## config.mk

```make
export PLATFORM = sky130hd
export DESIGN_NAME = dff_mem_arbiter
export DESIGN_NICKNAME = d
export VERILOG_FILES = /design/src/rtl/dff_mem_arbiter.sv
export SDC_FILE = /design/constraint.sdc
export NUM_CORES = 1
export LEC_CHECK = 0
export ABC_CLOCK_PERIOD_IN_PS = 1500
export BUFFER_PORTS_ARGS = -buffer_cell sky130_fd_sc_hd__buf_2
export CORE_MARGIN = 1
export CORE_UTILIZATION = 42
export CTS_CLUSTER_SIZE = 20
export DETAILED_ROUTE_END_ITERATION = 8
export PLACE_DENSITY = 0.79
export SYNTH_ARGS = -nofsm -noshare
export SYNTH_HDL_FRONTEND = slang
export SYNTH_SLANG_ARGS = --single-unit
```

## constraint.sdc

```tcl
create_clock -name clk -period 1.5 [get_ports clk]
set_clock_uncertainty 0.05 [all_clocks]
set_input_delay 0.075 -clock clk [delete_from_list [all_inputs] [get_ports clk]]
set_output_delay 0.075 -clock clk [all_outputs]
set_load 0.005 [all_outputs]
```

## src/rtl/dff_mem_arbiter.sv

```systemverilog
// Round-robin arbiter and sequencer in front of a 16x8 DFF RAM with 1-cycle read latency.
// Zero-fills the RAM after reset and routes each read response back to its issuing requester.
module dff_mem_arbiter #(
  parameter int ADDR_W         = 4,
  parameter int DATA_W         = 8,
  parameter int RAM_BYTES      = 16,
  parameter int CLEAR_ON_RESET = 1
) (
  input  logic              clk,
  input  logic              rst_n,
  input  logic              ena,
  input  logic              req0_valid,
  input  logic              req0_we,
  input  logic [ADDR_W-1:0] req0_addr,
  input  logic [DATA_W-1:0] req0_wdata,
  output logic              req0_ready,
  output logic              rsp0_valid,
  output logic [DATA_W-1:0] rsp0_rdata,
  input  logic              req1_valid,
  input  logic              req1_we,
  input  logic [ADDR_W-1:0] req1_addr,
  input  logic [DATA_W-1:0] req1_wdata,
  output logic              req1_ready,
  output logic              rsp1_valid,
  output logic [DATA_W-1:0] rsp1_rdata,
  output logic [ADDR_W-1:0] mem_addr,
  output logic [DATA_W-1:0] mem_wdata,
  output logic              mem_we,
  output logic              mem_re,
  input  logic [DATA_W-1:0] mem_rdata,
  output logic              busy
);

  typedef enum logic [1:0] {
    S_CLEAR   = 2'd0,
    S_IDLE    = 2'd1,
    S_RD_WAIT = 2'd2
  } state_t;

  state_t              state_q;
  logic [ADDR_W-1:0]   clr_cnt_q;
  logic                last_grant_q;
  logic                owner_q;
  logic                rsp0_valid_q;
  logic                rsp1_valid_q;
  logic [DATA_W-1:0]   rsp0_rdata_q;
  logic [DATA_W-1:0]   rsp1_rdata_q;

  logic                idle_en;
  logic                grant0;
  logic                grant1;
  logic                grant_we;

  // On contention the requester that did not win last time is served.
  always_comb begin
    idle_en   = (state_q == S_IDLE) && ena;
    grant0    = idle_en && req0_valid && (!req1_valid || last_grant_q);
    grant1    = idle_en && req1_valid && (!req0_valid || !last_grant_q);
    grant_we  = grant1 ? req1_we : req0_we;
    mem_addr  = '0;
    mem_wdata = '0;
    mem_we    = 1'b0;
    mem_re    = 1'b0;
    if (state_q == S_CLEAR) begin
      mem_we   = 1'b1;
      mem_addr = clr_cnt_q;
    end else if (grant0) begin
      mem_addr  = req0_addr;
      mem_wdata = req0_wdata;
      mem_we    = req0_we;
      mem_re    = !req0_we;
    end else if (grant1) begin
      mem_addr  = req1_addr;
      mem_wdata = req1_wdata;
      mem_we    = req1_we;
      mem_re    = !req1_we;
    end
  end

  assign req0_ready = grant0;
  assign req1_ready = grant1;
  assign busy       = (state_q == S_CLEAR);
  assign rsp0_valid = rsp0_valid_q;
  assign rsp1_valid = rsp1_valid_q;
  assign rsp0_rdata = rsp0_rdata_q;
  assign rsp1_rdata = rsp1_rdata_q;

  always_ff @(posedge clk or negedge rst_n) begin
    if (!rst_n) begin
      state_q      <= (CLEAR_ON_RESET != 0) ? S_CLEAR : S_IDLE;
      clr_cnt_q    <= '0;
      last_grant_q <= 1'b1;
      owner_q      <= 1'b0;
      rsp0_valid_q <= 1'b0;
      rsp1_valid_q <= 1'b0;
      rsp0_rdata_q <= '0;
      rsp1_rdata_q <= '0;
    end else begin
      rsp0_valid_q <= 1'b0;
      rsp1_valid_q <= 1'b0;
      case (state_q)
        S_CLEAR: begin
          clr_cnt_q <= clr_cnt_q + 1'b1;
          if (clr_cnt_q == ADDR_W'(RAM_BYTES - 1)) begin
            state_q <= S_IDLE;
          end
        end
        S_IDLE: begin
          if (grant0 || grant1) begin
            last_grant_q <= grant1;
            if (!grant_we) begin
              owner_q <= grant1;
              state_q <= S_RD_WAIT;
            end
          end
        end
        S_RD_WAIT: begin
          // RAM output is valid now; it belongs to whoever issued the read.
          if (owner_q) begin
            rsp1_valid_q <= 1'b1;
            rsp1_rdata_q <= mem_rdata;
          end else begin
            rsp0_valid_q <= 1'b1;
            rsp0_rdata_q <= mem_rdata;
          end
          state_q <= S_IDLE;
        end
        default: state_q <= S_IDLE;
      endcase
    end
  end

endmodule

```

==> impl_metrics.env, run 1 <==
export IMPL_setup_slack_ps=-226
export IMPL_layout_nets=234
export IMPL_grt_pass1_vias=1204
export IMPL_drtIter0Drc=42
export IMPL_die_x_microns=55.5
export IMPL_leakage_uw=0.00102
export IMPL_clock_path_buffers=2
export IMPL_fill_cells=191
export IMPL_hold_path_class="primary input to flip-flop"
export IMPL_criticalPathCategory="flip-flop to primary output"
export IMPL_synthCells=92
export IMPL_die_area_sq_um=3080
export IMPL_area_growth_pct=59.6
export IMPL_reg2regPathDepth=6
export IMPL_drive_gt1_share_pct=64.2
export IMPL_cts_tree="yes"
export IMPL_grt_max_degree=27
export IMPL_cp_start_kind="flip-flop"
export IMPL_yosysSeqAreaShare_pct=54.2
export IMPL_synth_edf_count=0
export IMPL_fmax_mhz=579
export IMPL_utilization_pct=70.2
export IMPL_clock_sinks=26
export IMPL_ys_flop_type="dfrtp_1"
export IMPL_drv_slew=0
export IMPL_diodes=0
export IMPL_drv_cap=0
export IMPL_yosys_area_top_type="dfrtp_1"
export IMPL_relSlewSlack_pct=63.0
export IMPL_tns_ps=-2870
export IMPL_seqCellArea_sq_um=652
export IMPL_rsz0062_at_grt="yes"
export IMPL_grt_usage_pct=21.6
export IMPL_worstPathRequired_ps=1370
export IMPL_numCtsBuffers=3
export IMPL_first_pass_iters=4
export IMPL_worst_pin_slew_ps=555
export IMPL_core_sq_um=2730
export IMPL_worstReg2RegEnd="state_q[0]"
export IMPL_syn_cell_area_sq_um=1200
export IMPL_async_flop_share_pct=100
export IMPL_routed_wl_microns=3320
export IMPL_rows=19
export IMPL_min_period_ps=1730
export IMPL_hold_path_startpoint="req1_we"
export IMPL_yosys_top_cells_area="dfrtp_1 (52%), mux2_2 (16%), a22o_1 (6.6%), a221o_1 (3.3%), dfstp_2 (2.2%)"
export IMPL_avgSynthCellArea_sq_um=13.1
export IMPL_cp_arrival_ps=1600
export IMPL_powerDensity_nw_per_um2=1630
export IMPL_worstPathMaxFanout=8
export IMPL_cp_buffers_inverters=1
export IMPL_synthTopCellsByCount="dfrtp_1 (25), mux2_2 (17), a22o_1 (9)"
export IMPL_hold_end="owner_q"
export IMPL_cts_root_buf="clkbuf_4"
export IMPL_hold_path_depth=3
export IMPL_critPathTopFamily="simple AND/OR/NAND/NOR gates"
export IMPL_max_stage_delay_ps=400
export IMPL_ant_nets=0
export IMPL_initial_utilization_pct=44.0
export IMPL_post_route_period_util_pct=115
export IMPL_vias=1153
export IMPL_numPortBuffers=73
export IMPL_clock_latency_ps=300
export IMPL_violations="negative setup slack"
export IMPL_ys_ff_latch=26
export IMPL_htreeDepth=1
export IMPL_ir_worst_vdd_mv=1.25
export IMPL_end_kind="primary output"
export IMPL_synthDistinctLibCells=27
export IMPL_clkTransAtPathRegs_ps=130
export IMPL_critPathLaunch="state_q[0]"
export IMPL_hold_viol=0
export IMPL_critPathSlowestCell="dfrtp_1"
export IMPL_crit_path_cell_trace="and3b_2, and3_4, a221o_1, buf_2"
export IMPL_status="finished with violations"
export IMPL_multi_input_area_sq_um=542
export IMPL_yosys_area_top_type_share_pct=52.0
export IMPL_ff2ff_setup_slack_ps=-80
export IMPL_r2r_start="last_grant_q"
export IMPL_die_h_microns=55.5
export IMPL_viasPerCell=5.15
export IMPL_yosysMostFrequentCell="dfrtp_1"
export IMPL_setup_viol=18
export IMPL_boundaryPins=74
export IMPL_antenna_found_initial=0
export IMPL_dp_hpwl_microns=2170
export IMPL_routedWlPerCell_microns=14.8
export IMPL_drc_errors=0
export IMPL_ys_warn_count=0
export IMPL_synthesis_nets=132
export IMPL_grt_overflow=0
export IMPL_gp_congestion=0.784
export IMPL_grt_pass1_wl_microns=5350
==> area by class of cell <==
cell class                      count  share of cell area (%)
Clock buffer                        4                    1.89
Tap cell                           31                    2.02
Sequential cell                    26                    34.0
Timing Repair Buffer              102                    32.9
Multi-Input combinational cell     57                    28.2
Inverter                            4                    1.04
==> per-layer routing <==
metal  global-route usage (%)  up-vias  part of all wire (%)
met5                        0        -                     0
met1                     25.3      573                    40
met3                     2.81        2                   3.1
met4                     1.43        0                  0.45
li1                         -      549                     -
met2                     43.0       29                    56
==> where the power goes <==
group | switching, uW | total (uW) | internal, uW
combinational | 615 | 1570 | 951
sequential | 197 | 1220 | 1030
clock | 189 | 337 | 148
total | 1000 | 3130 | 2120
==> cells by family after synthesis <==
family / synth area share, %
flip-flops: 54.2
AND/OR/NAND/NOR: 9.89
AO/OA/AOI/OAI: 12.7
multiplexers: 15.9
buffers and inverters: 4.06
XOR/XNOR: 2.19
adder cells (fa/ha/maj): 1.04
==> tightest hold or removal path: stages <==
cell    delay [ps]
buf_2          110
inv_1           80
a22o_1         140
==> through the flow <==
step / instances / total power, uW / worst slack, ps / instance area, sq um / hold WS [ps]
finish: 224 / 3130 / -226 / 1920 / 75.5
global route: 224 / 3330 / -294 / 1920 / 49.2
CTS: 220 / 2990 / -203 / 1870 / 40.6
detailed placement: 200 / 2490 / -3.75 / 1640 / 43.1
global placement: 200 / 2430 / 47.6 / 1640 / 32.0
floorplan: 92 / 1900 / 134 / 1200 / -271
==> how the worst max path moves through the flow <==
stage / cells after the start / end
3_3_place_gp: 5 / mem_wdata[2]
4_1_cts: 5 / mem_wdata[6]
2_1_floorplan: 5 / mem_wdata[0]
6_report: 4 / mem_addr[2]
5_1_grt: 5 / mem_wdata[6]
3_5_place_dp: 5 / mem_wdata[1]
==> cell usage in the layout (no fill, tap or decap) <==
| cell | Yosys | final |
|---|---|---|
| a2bb2oi_2 | 0 | 1 |
| o21bai_1 | 1 | 1 |
| inv_6 | 0 | 1 |
| and4_1 | 1 | 1 |
| nand2b_4 | 0 | 1 |
| clkbuf_4 | 0 | 3 |
| a41oi_2 | 0 | 1 |
| nand2_1 | 4 | 4 |
| buf_4 | 1 | 15 |
| and2_1 | 3 | 3 |
| dfrtp_1 | 25 | 25 |
| nor3b_2 | 0 | 1 |
| ha_1 | 1 | 1 |
| dfstp_2 | 1 | 1 |
| buf_6 | 1 | 6 |
| a221o_1 | 4 | 4 |
| a22o_1 | 9 | 9 |
| a31o_1 | 1 | 1 |
| or2_4 | 0 | 1 |
| mux2_2 | 17 | 17 |
| dlygate4sd3_1 | 0 | 9 |
| xnor2_1 | 3 | 3 |
| inv_1 | 3 | 3 |
| nand4_1 | 3 | 3 |
| nand4b_1 | 1 | 1 |
| clkbuf_8 | 0 | 1 |
| buf_2 | 3 | 72 |
| and3_4 | 0 | 2 |
| and3b_2 | 0 | 1 |
| nand3b_1 | 1 | 1 |
==> what timing repair did <==
| action | CTS | global route |
|---|---|---|
| endpoints found under the setup margin | 16 | 27 |
| endpoints found under the hold margin | 41 | 0 |
| buffers inserted | 6 | 4 |
| resized for setup | 12 | 6 |
| hold buffers | 9 | 0 |
| gates cloned | 1 | 0 |
| pin swaps | 17 | 6 |
==> sequential cells by signal, indices dropped and copies added (netlist names) <==
name / cells
clr_cnt_q: 4
last_grant_q: 1
owner_q: 1
rsp0_rdata: 8
rsp0_valid: 1
rsp1_rdata: 8
rsp1_valid: 1
state_q: 2
No activity file was read; power rests on OpenSTA's default activity.
==> run 2: changes to the inputs <==
- CORE_UTILIZATION: 42 -> 44
- CTS_BUF_LIST: unset -> sky130_fd_sc_hd__clkbuf_8
- PLACE_DENSITY: 0.79 -> 0.82
==> run 2 against run 1 <==
The flow still finishes with violations (negative setup slack). Worst hold slack worse by 71 ps. Clock power grew 75%. Power rose by 8.2%. Sequential cell count did not move. Final cell count down 3.1%. Largest cell class unchanged. Largest power group unchanged.
==> impl_metrics.env, run 2 (synthesis gave the netlist of run 1 again) <==
export IMPL_cp_start_kind="flip-flop"
export IMPL_path_common_cell="buf_6"
export IMPL_drv_cap=0
export IMPL_vias=1148
export IMPL_fmax_mhz=575
export IMPL_comb_power_share_pct=46.1
export IMPL_setup_viol=15
export IMPL_clock_path_buffers=2
export IMPL_power_frac_clock_pct=17.4
export IMPL_gp_congestion=0.806
export IMPL_drive_gt1_share_pct=63.6
export IMPL_powerDensity_nw_per_um2=1780
export IMPL_status="finished with violations"
export IMPL_critPathLaunch="state_q[1]"
export IMPL_violations="negative setup slack"
export IMPL_relSlewSlack_pct=63.1
export IMPL_area_growth_pct=58.4
export IMPL_antenna_found_initial=0
export IMPL_max_stage_delay_ps=380
export IMPL_grt_pass1_vias=1019
export IMPL_drtIter0Drc=14
export IMPL_viasPerCell=5.29
export IMPL_critPathTopFamily="simple AND/OR/NAND/NOR gates"
export IMPL_die_area_sq_um=2950
export IMPL_utilization_pct=75.5
export IMPL_cts_root_buf="clkbuf_8"
export IMPL_first_pass_iters=4
export IMPL_hold_path_depth=2
export IMPL_min_period_ps=1740
export IMPL_drc_errors=0
export IMPL_grt_pass1_wl_microns=4730
export IMPL_criticalPathCategory="flip-flop to primary output"
export IMPL_die_x_microns=54.3
export IMPL_crit_path_cell_trace="and3b_2, buf_6, buf_6, nand4_1, a2bb2oi_2, buf_2"
export IMPL_critPathSlowestCell="dfrtp_1"
export IMPL_worstReg2RegEnd="state_q[0]"
export IMPL_numCtsBuffers=3
export IMPL_tns_ps=-2130
export IMPL_dp_hpwl_microns=2310
export IMPL_diodes=0
export IMPL_switching_power_uw=1070
export IMPL_worst_hold_slack_ps=4.53
export IMPL_setup_slack_ps=-238
export IMPL_core_sq_um=2520
export IMPL_hold_end="rsp1_rdata[6]"
export IMPL_routedWlPerCell_microns=16.3
export IMPL_drv_slew=0
export IMPL_place_ws_ps=-39.6
export IMPL_power_internal_uw=2310
export IMPL_routed_wl_microns=3530
export IMPL_die_h_microns=54.3
export IMPL_hold_path_class="primary input to flip-flop"
export IMPL_rsz0062_at_grt="yes"
export IMPL_layout_nets=228
export IMPL_clock_latency_ps=270
export IMPL_htreeDepth=1
export IMPL_reg2regPathDepth=6
export IMPL_r2r_start="state_q[1]"
export IMPL_ir_worst_vdd_mv=1.17
export IMPL_grt_usage_pct=23.3
export IMPL_rows=18
export IMPL_end_kind="primary output"
export IMPL_hold_path_startpoint="mem_rdata[6]"
export IMPL_post_route_period_util_pct=116
export IMPL_worstPathRequired_ps=1370
export IMPL_worstPathMaxFanout=5
export IMPL_cts_tree="yes"
export IMPL_pwr_share_seq_pct=36.5
export IMPL_leakage_uw=0.00101
export IMPL_ant_nets=0
export IMPL_clock_sinks=26
export IMPL_cp_buffers_inverters=3
export IMPL_initial_utilization_pct=47.7
export IMPL_cp_arrival_ps=1610
export IMPL_grt_max_degree=27
export IMPL_clkTransAtPathRegs_ps=90
export IMPL_worst_pin_slew_ps=553
export IMPL_final_common_cell="buf_2"
export IMPL_numPortBuffers=73
export IMPL_boundaryPins=74
export IMPL_most_common_layout_cells="buf_2 (73), dfrtp_1 (25), mux2_2 (17)"
export IMPL_ff2ff_setup_slack_ps=20
export IMPL_hold_viol=0
export IMPL_grt_overflow=0
export IMPL_switching_share_pct=31.8
run 2: cell count changes in the layout (fill, tap and decap cells not counted), moves of 2 or more:
cell / delta
buf_4: -6
clkbuf_4: -3
and3_2: +2
buf_6: -2
clkbuf_8: +2
run 2: worst max-delay path by stage:
stage | cells after the start | end
after floorplan | 5 | mem_wdata[0]
after global placement | 5 | mem_addr[2]
after detailed placement | 5 | mem_addr[2]
after CTS | 4 | mem_addr[2]
after global routing | 6 | mem_addr[0]
final | 6 | mem_addr[0]
run 2: area by class of cell:
cell class | count | area [sq um]
Clock buffer | 3 | 41.3
Timing Repair Buffer | 94 | 558
Clock inverter | 1 | 30.0
Multi-Input combinational cell | 59 | 566
Inverter | 4 | 20.0
Sequential cell | 26 | 652
Fill cell | 147 | 618
Tap cell | 30 | 37.5
run 2: routing by layer:
metal	vias up	part of all wire (%)	global-route usage [%]
li1	537	-	-
met2	35	56	43.7
met3	2	4.6	5.28
met1	574	39	27.4
met5	-	0	0
met4	0	0.37	3.42
run 2: timing repair:
item | 4_1_cts | 5_1_grt
setup endpoints to repair | 16 | 17
gates cloned | 1 | 1
pin swaps | 9 | 8
hold buffers | 7 | 1
gates resized for setup | 8 | 7
buffers inserted | 4 | 2
endpoints found under the hold margin | 34 | 1
run 2: stage by stage:
step                power (uW)  cells  instance area, sq um
CTS                       3190    213                  1830
global placement          2470    199                  1660
global route              3590    217                  1900
detailed placement        2550    199                  1660
floorplan                 1900     92                  1200
finish                    3380    217                  1900
run 2: power by group through the flow:
stage / Clock (uW) / Combinational [uW] / Sequential [uW]
6_report: 589 / 1560 / 1230
5_1_grt: 620 / 1690 / 1270
4_1_cts: 580 / 1380 / 1220
3_5_place_dp: 0 / 1320 / 1230
3_3_place_gp: 0 / 1270 / 1210
2_1_floorplan: 0 / 677 / 1230
